`src/rtl/uart_rx.sv`:
```
`default_nettype none
// ============================================================================
// Module   : uart_rx
// Purpose  : Oversampling UART receiver. Deframes 8N1 serial data (8E1 when
//            UART_RX_PARITY_EN is defined) from an asynchronous rx pin into
//            bytes held in a one-entry buffer with a valid/read handshake.
//            The oversampling clock is treated as a strobe: its rising edge,
//            detected in the board clock domain, is one sampling tick.
// Revision : 1.0 - initial release
// ----------------------------------------------------------------------------
// Parameters
//   DATA_BITS   payload bits per frame, LSB first (default 8)
//   OVERSAMPLE  ticks per bit period, even and >= 4 (default 16)
// Ports
//   clk_board     in   system clock, all logic on its rising edge
//   reset         in   synchronous, active-high
//   enable        in   low freezes tick detection and the FSM
//   clk_uart_16x  in   oversampling strobe, rising edge = one tick
//   rx            in   asynchronous serial line, idle high
//   data_rd       in   single-cycle pulse, consumer has taken data_out
//   data_out      out  last good byte
//   data_valid    out  data_out holds an unread byte (level)
//   frame_err     out  one-cycle pulse, stop bit sampled low
//   overrun       out  sticky, an unread byte was overwritten
//   parity_err    out  (UART_RX_PARITY_EN only) one-cycle pulse, bad parity
//   busy          out  receiver is not idle
// Configuration macro
//   UART_RX_PARITY_EN  adds an even-parity bit, the PARITY state and the
//                      parity_err port
// ============================================================================
module uart_rx #(
  parameter int DATA_BITS  = 8,
  parameter int OVERSAMPLE = 16
) (
  input  logic                 clk_board,
  input  logic                 reset,
  input  logic                 enable,
  input  logic                 clk_uart_16x,
  input  logic                 rx,
  input  logic                 data_rd,
  output logic [DATA_BITS-1:0] data_out,
  output logic                 data_valid,
  output logic                 frame_err,
  output logic                 overrun,
`ifdef UART_RX_PARITY_EN
  output logic                 parity_err,
`endif
  output logic                 busy
);

  // --------------------------------------------------------------------------
  // Constants
  // --------------------------------------------------------------------------
  localparam int c_CNT_W = $clog2(OVERSAMPLE);
  localparam int c_BIT_W = $clog2(DATA_BITS + 1);

  // Start bit is sampled half a bit period after the falling edge, every
  // later bit a full period after the previous sample point.
  localparam logic [c_CNT_W-1:0] c_HALF_LAST = c_CNT_W'(OVERSAMPLE / 2 - 1);
  localparam logic [c_CNT_W-1:0] c_FULL_LAST = c_CNT_W'(OVERSAMPLE - 1);
  localparam logic [c_BIT_W-1:0] c_LAST_BIT  = c_BIT_W'(DATA_BITS - 1);

  typedef enum logic [2:0] {
    S_IDLE   = 3'd0,
    S_START  = 3'd1,
    S_DATA   = 3'd2,
`ifdef UART_RX_PARITY_EN
    S_PARITY = 3'd3,
`endif
    S_STOP   = 3'd4,
    S_BREAK  = 3'd5
  } state_t;

  // --------------------------------------------------------------------------
  // Registers
  // --------------------------------------------------------------------------
  state_t                 r_state;
  logic                   r_rx_meta;
  logic                   r_rx_s;
  logic                   r_tick_q;
  logic [c_CNT_W-1:0]     r_cnt;
  logic [c_BIT_W-1:0]     r_bit_idx;
  logic [DATA_BITS-1:0]   r_shift;
  logic [DATA_BITS-1:0]   r_data_out;
  logic                   r_valid;
  logic                   r_ferr;
  logic                   r_overrun;
`ifdef UART_RX_PARITY_EN
  logic                   r_par_bit;
  logic                   r_perr;
`endif

  // --------------------------------------------------------------------------
  // Next-state wires
  // --------------------------------------------------------------------------
  logic                   w_tick;
  logic                   w_commit;
  state_t                 w_state_nxt;
  logic [c_CNT_W-1:0]     w_cnt_nxt;
  logic [c_CNT_W-1:0]     w_cnt_inc;
  logic [c_BIT_W-1:0]     w_bit_nxt;
  logic [DATA_BITS-1:0]   w_shift_nxt;
  logic [DATA_BITS-1:0]   w_data_nxt;
  logic                   w_valid_nxt;
  logic                   w_ferr_nxt;
  logic                   w_ovr_nxt;
`ifdef UART_RX_PARITY_EN
  logic                   w_par_nxt;
  logic                   w_perr_nxt;
`endif

  // Rising edge of the oversampling strobe. The delayed copy keeps tracking
  // while disabled so re-enabling with the strobe high does not fake a tick.
  assign w_tick    = clk_uart_16x & ~r_tick_q & enable;
  assign w_cnt_inc = r_cnt + c_CNT_W'(1);

  // --------------------------------------------------------------------------
  // State register and datapath registers
  // --------------------------------------------------------------------------
  always_ff @(posedge clk_board) begin
    if (reset) begin
      r_state    <= S_IDLE;
      r_rx_meta  <= 1'b1;
      r_rx_s     <= 1'b1;
      r_tick_q   <= 1'b0;
      r_cnt      <= '0;
      r_bit_idx  <= '0;
      r_shift    <= '0;
      r_data_out <= '0;
      r_valid    <= 1'b0;
      r_ferr     <= 1'b0;
      r_overrun  <= 1'b0;
`ifdef UART_RX_PARITY_EN
      r_par_bit  <= 1'b0;
      r_perr     <= 1'b0;
`endif
    end else begin
      r_state    <= w_state_nxt;
      r_rx_meta  <= rx;
      r_rx_s     <= r_rx_meta;
      r_tick_q   <= clk_uart_16x;
      r_cnt      <= w_cnt_nxt;
      r_bit_idx  <= w_bit_nxt;
      r_shift    <= w_shift_nxt;
      r_data_out <= w_data_nxt;
      r_valid    <= w_valid_nxt;
      r_ferr     <= w_ferr_nxt;
      r_overrun  <= w_ovr_nxt;
`ifdef UART_RX_PARITY_EN
      r_par_bit  <= w_par_nxt;
      r_perr     <= w_perr_nxt;
`endif
    end
  end

  // --------------------------------------------------------------------------
  // Next-state and output logic
  // --------------------------------------------------------------------------
  always_comb begin
    w_state_nxt = r_state;
    w_cnt_nxt   = r_cnt;
    w_bit_nxt   = r_bit_idx;
    w_shift_nxt = r_shift;
    w_data_nxt  = r_data_out;
    w_valid_nxt = r_valid;
    w_ovr_nxt   = r_overrun;
    w_ferr_nxt  = 1'b0;
    w_commit    = 1'b0;
`ifdef UART_RX_PARITY_EN
    w_par_nxt   = r_par_bit;
    w_perr_nxt  = 1'b0;
`endif

    case (r_state)
      S_IDLE: begin
        if (enable && !r_rx_s) begin
          w_state_nxt = S_START;
          w_cnt_nxt   = '0;
        end
      end

      S_START: begin
        if (w_tick) begin
          if (r_cnt == c_HALF_LAST) begin
            w_cnt_nxt = '0;
            if (r_rx_s) begin
              // Line went back high before mid-bit: treat as a glitch.
              w_state_nxt = S_IDLE;
            end else begin
              w_state_nxt = S_DATA;
              w_bit_nxt   = '0;
            end
          end else begin
            w_cnt_nxt = w_cnt_inc;
          end
        end
      end

      S_DATA: begin
        if (w_tick) begin
          if (r_cnt == c_FULL_LAST) begin
            w_cnt_nxt   = '0;
            // Shift right, new bit enters at the MSB: after DATA_BITS samples
            // the first (LSB) bit has reached bit 0.
            w_shift_nxt = DATA_BITS'({r_rx_s, r_shift} >> 1);
            if (r_bit_idx == c_LAST_BIT) begin
              w_bit_nxt   = '0;
`ifdef UART_RX_PARITY_EN
              w_state_nxt = S_PARITY;
`else
              w_state_nxt = S_STOP;
`endif
            end else begin
              w_bit_nxt = r_bit_idx + c_BIT_W'(1);
            end
          end else begin
            w_cnt_nxt = w_cnt_inc;
          end
        end
      end

`ifdef UART_RX_PARITY_EN
      S_PARITY: begin
        if (w_tick) begin
          if (r_cnt == c_FULL_LAST) begin
            w_cnt_nxt   = '0;
            w_par_nxt   = r_rx_s;
            w_state_nxt = S_STOP;
          end else begin
            w_cnt_nxt = w_cnt_inc;
          end
        end
      end
`endif

      S_STOP: begin
        if (w_tick) begin
          if (r_cnt == c_FULL_LAST) begin
            w_cnt_nxt = '0;
            if (r_rx_s) begin
              w_state_nxt = S_IDLE;
`ifdef UART_RX_PARITY_EN
              // Even parity: data bits plus parity bit must XOR to zero.
              if (^{r_shift, r_par_bit}) begin
                w_perr_nxt = 1'b1;
              end else begin
                w_commit = 1'b1;
              end
`else
              w_commit = 1'b1;
`endif
            end else begin
              w_ferr_nxt  = 1'b1;
              w_state_nxt = S_BREAK;
            end
          end else begin
            w_cnt_nxt = w_cnt_inc;
          end
        end
      end

      S_BREAK: begin
        // Hold here until the line recovers so a stuck-low line cannot
        // start a fresh frame on every start-bit check.
        if (enable && r_rx_s) begin
          w_state_nxt = S_IDLE;
        end
      end

      default: begin
        w_state_nxt = S_IDLE;
      end
    endcase

    // Read handshake: a read only acts on a buffered byte.
    if (data_rd && r_valid) begin
      w_valid_nxt = 1'b0;
      w_ovr_nxt   = 1'b0;
    end

    // Commit overrides the read; a simultaneous read consumed the old byte,
    // so only an unread byte being replaced counts as overrun.
    if (w_commit) begin
      w_data_nxt  = r_shift;
      w_valid_nxt = 1'b1;
      if (r_valid && !data_rd) begin
        w_ovr_nxt = 1'b1;
      end
    end
  end

  // --------------------------------------------------------------------------
  // Outputs
  // --------------------------------------------------------------------------
  assign data_out   = r_data_out;
  assign data_valid = r_valid;
  assign frame_err  = r_ferr;
  assign overrun    = r_overrun;
  assign busy       = (r_state != S_IDLE);
`ifdef UART_RX_PARITY_EN
  assign parity_err = r_perr;
`endif

endmodule
`default_nettype wire

```
`config.mk`:
```
export PLATFORM = sky130hd
export DESIGN_NAME = uart_rx
export DESIGN_NICKNAME = d
export VERILOG_FILES = /design/src/rtl/uart_rx.sv
export SDC_FILE = /design/constraint.sdc
export NUM_CORES = 1
export LEC_CHECK = 0
export ABC_AREA = 0
export CORE_UTILIZATION = 31
export CTS_BUF_LIST = sky130_fd_sc_hd__clkbuf_16
export CTS_CLUSTER_DIAMETER = 30
export CTS_CLUSTER_SIZE = 25
export DETAILED_ROUTE_END_ITERATION = 6
export GPL_TIMING_DRIVEN = 0
export SLEW_MARGIN = 20
export SYNTH_ARGS = -nofsm -noshare
export SYNTH_HDL_FRONTEND = slang
export SYNTH_SLANG_ARGS = --single-unit
export TNS_END_PERCENT = 5
```
`constraint.sdc`:
```
create_clock -name clk_board -period 3 [get_ports clk_board]
set_clock_uncertainty 0.15 [all_clocks]
set_input_delay 0.6 -clock clk_board [delete_from_list [all_inputs] [get_ports clk_board]]
set_output_delay 0.6 -clock clk_board [all_outputs]
set_load 0.01 [all_outputs]
```
==> impl_results.md, run 1 <==
* Clk Latency, worst-skew pair at 0.28 ns
* Period utilisation layout at 87.95%
* Number of remaining DRC errors at 0
* Post-CTS Resized at 0
* Die width at 71.45 um
* Flip-flop and latch area at 660.6 um2
* VDD IR max at roughly 0.47 mV
* Detail-routed net length per standard cell at 12.19 um
* RSZ-0062 raised after global routing: no
* CTS tree: done
* Total Wirelength at 3.011 mm
* Power Density at 602.5 mW/mm2
* Tot Pwr at roughly 1.1 mW
* HPWL Detailed at 2.056 mm
* CP Max Fanout at 10
* Req. time, crit path at ~2.3 ns
* Highest Clock Rate at 379.0 MHz
* P_leak at 0.6585 nW
* Routability Congestion at 0.7739
* Remaining antenna violation count at 0
* Initial Util at between 30 and 40%
* Die area at 0.005105 mm2
* Port buffer count at 17
* Reg2reg path depth at 6
* EDFF count, synth at 0
* Synthesis warning total at 0
* Synth Instances at 170
* Critical Path Stages at 4
* Minimum clock period at around 2.6 ns
* Commonest cells after routing, fill and taps aside: dfxtp_1, nand2_1, a21oi_1
* Ys flop type: dfxtp_1
* Num CTS Buffers at 5
* Fin. Hold Viols at 0
* Startpoint types: register
* Slew HR at 64.04%
* CP top delay family: buffers and inverters
* Non-filler cells, final at roughly 250
* Synth Net Count at 178
* Crit. End Element: output port
* Number of synthesized register bits at 33
* Root buf cell: clkbuf_16
* Gr usage total at 12.97%
* # diodes at 0
* Crit path arrival time at 1.89 ns
* Async S/R FF share, synth at 0%
* Layout area overhead at 27.20%
* Multi-input gate area at 777.0 um2
* Largest net degree at the start of global routing at 13
* Share of layout cells above drive strength 1 at a little over a tenth
* Critical Path, Cell by Cell: buf_2, buf_1, or3_1, clkdlybuf4s50_1
* Worst-Margin Slew at 0.5394 ns
* Drt first pass iters at 4
* Yosys cell types at between 40 and 50
* Area of the core at roughly 0.0045 mm2
* Max clock buf depth at 2
* Synthesized area at ~0.0015 mm2
* H-tree Lvls at 2
* Max-cap viol count at 0
* Crit Path Class: register to output port
* # Post-CTS Setup Buffers at 0
* Initial antenna violation count at 0
* Hold buffer count at cts at 0
* Vias in the first global route at 1104
* Fin nets at 202
* GRT overflow at 0
* Via count at 1206
* I/O pins at 18
* Drt first-iter violations at 62
* Num Clock Sinks at 33
* CP max stage cell: clkdlybuf4s50_1
* Hold Slack at approximately 0.26 ns
* Seq/Total Area, Yosys at 44.18%
* Wire length of the first global-routing pass at 5.085 mm
* CP bufs+invs at 3
* Final setup viols at 0
* Final Util at 42.22%
* Slowest stage delay, CP at 0.48 ns
* Clk slew on worst S/H paths at 0.05 ns
* Num rows at 24
* TNS Setup at 0 ns
* Fillers at 463
* Hold crit path type: register to register
* Cell Count Post-Placement at between 200 and 250
* Status: finished clean
* Post-DR vias/cell at slightly below 5
* Post-Syn Area per Cell at 8.795 um2
* Most common cell after layout, fill and taps aside: dfxtp_1
* Die height at 71.45 um
* Max-slew violations at 0
* Hold path cells at 1
-- report_power, final --
part / internal (mW) / switching, mW
registers: 0.444 / 0.00559
logic: 0.0451 / 0.0626
clock network: 0.392 / 0.196
total: 0.882 / 0.264
-- registers in the layout, summed over array words and instances, names as in the netlist, 3 cells and up, named ones only --
name,cells
r_shift,8
r_cnt,4
data_out,8
r_bit_idx,4
r_state,3
-- Yosys cell counts (all sizes together) (2+ instances only) --
library cell / instances / area, um2
a21oi: 20 / 103.9
nand4: 2 / 12.51
or4: 2 / 15.01
buf: 6 / 35.03
inv: 2 / 7.510
nand3: 3 / 15.01
nand2: 24 / 90.09
nor3b: 2 / 15.01
mux2i: 9 / 90.09
nor2: 15 / 56.30
clkbuf: 4 / 15.01
nand2b: 3 / 18.77
o21ai: 8 / 43.79
nand3b: 3 / 22.52
nor2b: 3 / 18.77
or2: 2 / 12.51
or3: 4 / 25.02
ha: 2 / 25.02
nand4b: 3 / 26.28
dfxtp: 33 / 660.6
nor3: 3 / 26.28
-- per-stage QoR --
step | instance area [um2] | setup slack, ns
detailed placement | 1730 | 0.2719
floorplan | 1495 | 1.014
global placement | 1730 | 0.2788
global route | 1902 | 0.2917
CTS | 1902 | 0.3584
finish | 1902 | 0.3616
-- logic make-up after synthesis --
logic type / count (synthesis) / share of synthesized area, %
xor gates and xnor gates: 2 / 1.172
and+or+nand+nor: 74 / 26.61
adders and majority gates: 2 / 1.673
buffers and inverters: 12 / 3.849
AOI/OAI and AO/OA: 37 / 15.73
DFF: 33 / 44.18
muxes: 10 / 6.778
-- worst register-to-register path, stage by stage, from the launching register on --
cell and delay [ns]:
dfxtp_1 0.37, ha_1 0.25, nand3_1 0.20, a32oi_1 0.41, o21ai_0 0.30, or3_1 0.43, a21oi_1 0.14
-- path summary, 6_finish.rpt --
check | startpoint | to | slack (ns)
max | r_state[2] | busy | 0.36
min | r_rx_meta | r_rx_s | 0.26
min reg2reg | r_rx_meta | r_rx_s | 0.26
max reg2reg | r_cnt[0] | r_state[1] | 0.69
-- routing by layer --
layer	part of all wire (%)	wire length, um	GRT usage (%)	up-vias
met1	53	1608	16.94	538
met2	41	1241	19.26	14
met4	1.6	48	5.229	0
met3	3.7	112	5.063	7
li1	-	-	-	647
met5	0	0	0	-
-- cell type report --
cell class,instances,area share (%)
well taps,52,3.421
multi-input cells,125,40.86
clock buffers,5,6.579
inverters,2,0.3947
clock inverters,3,2.434
plain buffers,10,2.632
repair buffers,17,8.947
flip-flops and latches,33,34.74
No activity file was read; power rests on OpenSTA's default activity.
==> run 2: changes to the inputs <==
ABC_CLOCK_PERIOD_IN_PS = 3000   (was not set)
==> results of run 2 <==
Final layout, timing and power as in run 1 (identical DEF).
==> run 3: changes to the inputs <==
CELL_PAD_IN_SITES_DETAIL_PLACEMENT = 2   (was not set)
CELL_PAD_IN_SITES_GLOBAL_PLACEMENT = 2   (was not set)
PLACE_DENSITY_LB_ADDON = 0.1   (was not set)
==> run 3 against run 2 <==
- combinational power is 6% higher
- sequential cell count unchanged
- die area unchanged
- register-to-register slack got worse by 0.13 ns
- routed wire length is 32% higher
- worst hold slack better by 0.0028 ns
- power shrank 9.9%
- fmax decreased by 1.2%
- via count is 10% higher
- largest power group unchanged
- critical endpoint unchanged
- first-iteration DRC count is 73% lower
- global-route usage is 4.7 points higher
==> impl_results.md, run 3 (synthesized netlist as in run 1, its figures left out) <==
* Status: finished clean (unchanged)
* Remaining antenna violation count at 0 (unchanged)
* Power Density at 554.2 mW/mm2 (was 602.5 mW/mm2)
* CP Max Fanout at 10 (unchanged)
* Commonest cells after routing, fill and taps aside: dfxtp_1, nand2_1, a21oi_1 (unchanged)
* Fin. Hold Viols at 0 (unchanged)
* Initial Util at 33.19% (unchanged)
* Cell Count Post-Placement at 239 (unchanged)
* HPWL Detailed at 2.882 mm (was 2.056 mm)
* Crit. End Element: output port (unchanged)
* Flip-flop and latch area at 660.6 um2 (unchanged)
* Fin nets at 202 (unchanged)
* Hold buffer count at cts at 0 (unchanged)
* Port buffer count at 17 (unchanged)
* RSZ-0062 raised after global routing: no (unchanged)
* Routability Congestion at 0.7589 (was 0.7739)
* Num CTS Buffers at 5 (unchanged)
* Min-delay src: r_rx_meta (unchanged)
* Total Wirelength at 3.985 mm (was 3.011 mm)
* Slowest stage delay, CP at 0.53 ns (was 0.48 ns)
* Area of the core at 0.004504 mm2 (unchanged)
* Num rows at 24 (unchanged)
* CTS tree: done (unchanged)
* Fillers at 492 (was 463)
* CP max stage cell: clkdlybuf4s50_1 (unchanged)
* TNS Setup at 0 ns (unchanged)
* Via count at 1326 (was 1206)
* Period utilisation layout at 89.01% (was 87.95%)
* I/O pins at 18 (unchanged)
* Post-CTS Resized at 0 (unchanged)
* Worst-Margin Slew at 0.5778 ns (was 0.5394 ns)
* Max-cap viol count at 0 (unchanged)
* Multi-input gate area at 777.0 um2 (unchanged)
* Hold Slack at 0.2588 ns (was 0.2559 ns)
* Worst R2R Start: r_cnt[0] (unchanged)
* P_leak at 0.6470 nW (was 0.6585 nW)
* Critical Path, Cell by Cell: buf_2, buf_1, or3_1, clkdlybuf4s50_1 (unchanged)
* Max clock buf depth at 2 (unchanged)
* Startpoint types: register (unchanged)
* Hold crit path type: register to register (unchanged)
* Highest Clock Rate at 374.5 MHz (was 379.0 MHz)
* Post-DR vias/cell at 5.390 (was 4.883)
* Final Util at 41.36% (was 42.22%)
* Final setup viols at 0 (unchanged)
* Layout area overhead at 24.60% (was 27.20%)
* Drt first-iter violations at 17 (was 62)
* Crit path launch: r_state[2] (unchanged)
* Die area at 0.005105 mm2 (unchanged)
* Root buf cell: clkbuf_16 (unchanged)
* Non-filler cells, final at 246 (was 247)
* Clk Latency, worst-skew pair at 0.27 ns (was 0.28 ns)
* Drt first pass iters at 4 (unchanged)
* Gr usage total at 17.65% (was 12.97%)
* VDD IR max at 0.3501 mV (was 0.4733 mV)
* Slew HR at 61.07% (was 64.04%)
* Req. time, crit path at 2.25 ns (about the same)
* Share of layout cells above drive strength 1 at 9.278% (was 10.77%)
* Wire length of the first global-routing pass at 6.948 mm (was 5.085 mm)
* Crit Path Class: register to output port (unchanged)
* Clk slew on worst S/H paths at 0.05 ns (about the same)
* Minimum clock period at 2.670 ns (was 2.638 ns)
* # diodes at 0 (unchanged)
* Die height at 71.45 um (unchanged)
* Number of remaining DRC errors at 0 (unchanged)
* Tot Pwr at 1.032 mW (was 1.146 mW)
* Max-slew violations at 0 (unchanged)
* Detail-routed net length per standard cell at 16.20 um (was 12.19 um)
* # Post-CTS Setup Buffers at 0 (unchanged)
* GRT overflow at 0 (unchanged)
* Most common cell after layout, fill and taps aside: dfxtp_1 (unchanged)
* Die width at 71.45 um (unchanged)
* Initial antenna violation count at 0 (unchanged)
* H-tree Lvls at 2 (unchanged)
* Largest net degree at the start of global routing at 11 (was 13)
* Vias in the first global route at 1441 (was 1104)
* Crit path arrival time at 1.92 ns (was 1.89 ns)
* Num Clock Sinks at 33 (unchanged)
## run 3: where the power goes
part	total [mW]	internal (mW)	switching [mW]	leakage [nW]
clock network	0.467	0.296	0.170	0.0685
registers	0.451	0.445	0.00594	0.267
logic	0.115	0.0452	0.0698	0.312
## run 3: final timing paths
check | to | slack (ns) | cells past startpoint
setup reg to reg | r_state[0] | 0.56 | 6
hold / removal | r_rx_s | 0.26 | 1
setup / recovery | busy | 0.33 | 4
hold reg to reg | r_rx_s | 0.26 | 1
## run 3: final cells by class
cell class                 count  area share (%)
multi-input combinational    125           41.71
sequential                    33           35.46
timing repair buffer          17           9.134
clock buffer                   5           6.716
tap                           52           3.492
buffer                        10           2.686
clock inverter                 2          0.4030
inverter                       2          0.4030
## run 3: stage by stage
| step | setup WS [ns] | instance area [um2] |
|---|---|---|
| floorplan | 1.014 | 1495 |
| global placement | 0.2330 | 1730 |
| detailed placement | 0.1434 | 1730 |
| CTS | 0.3265 | 1863 |
| global route | 0.2625 | 1863 |
| finish | 0.3298 | 1863 |
## run 3: worst max-delay path: cells and delay by family (launching register included)
family	cells	cell delay, ns
buffers and inverters	3	1.15
flip-flops	1	0.30
AND/OR/NAND/NOR	1	0.20
## run 3: layer usage
| layer | global-route usage [%] | up-vias | share of wire (%) |
|---|---|---|---|
| li1 | - | 653 | - |
| met1 | 22.19 | 662 | 47 |
| met2 | 29.84 | 7 | 51 |
| met3 | 3.094 | 4 | 1.9 |
| met4 | 7.625 | 0 | 0.73 |
| met5 | 0 | - | 0 |
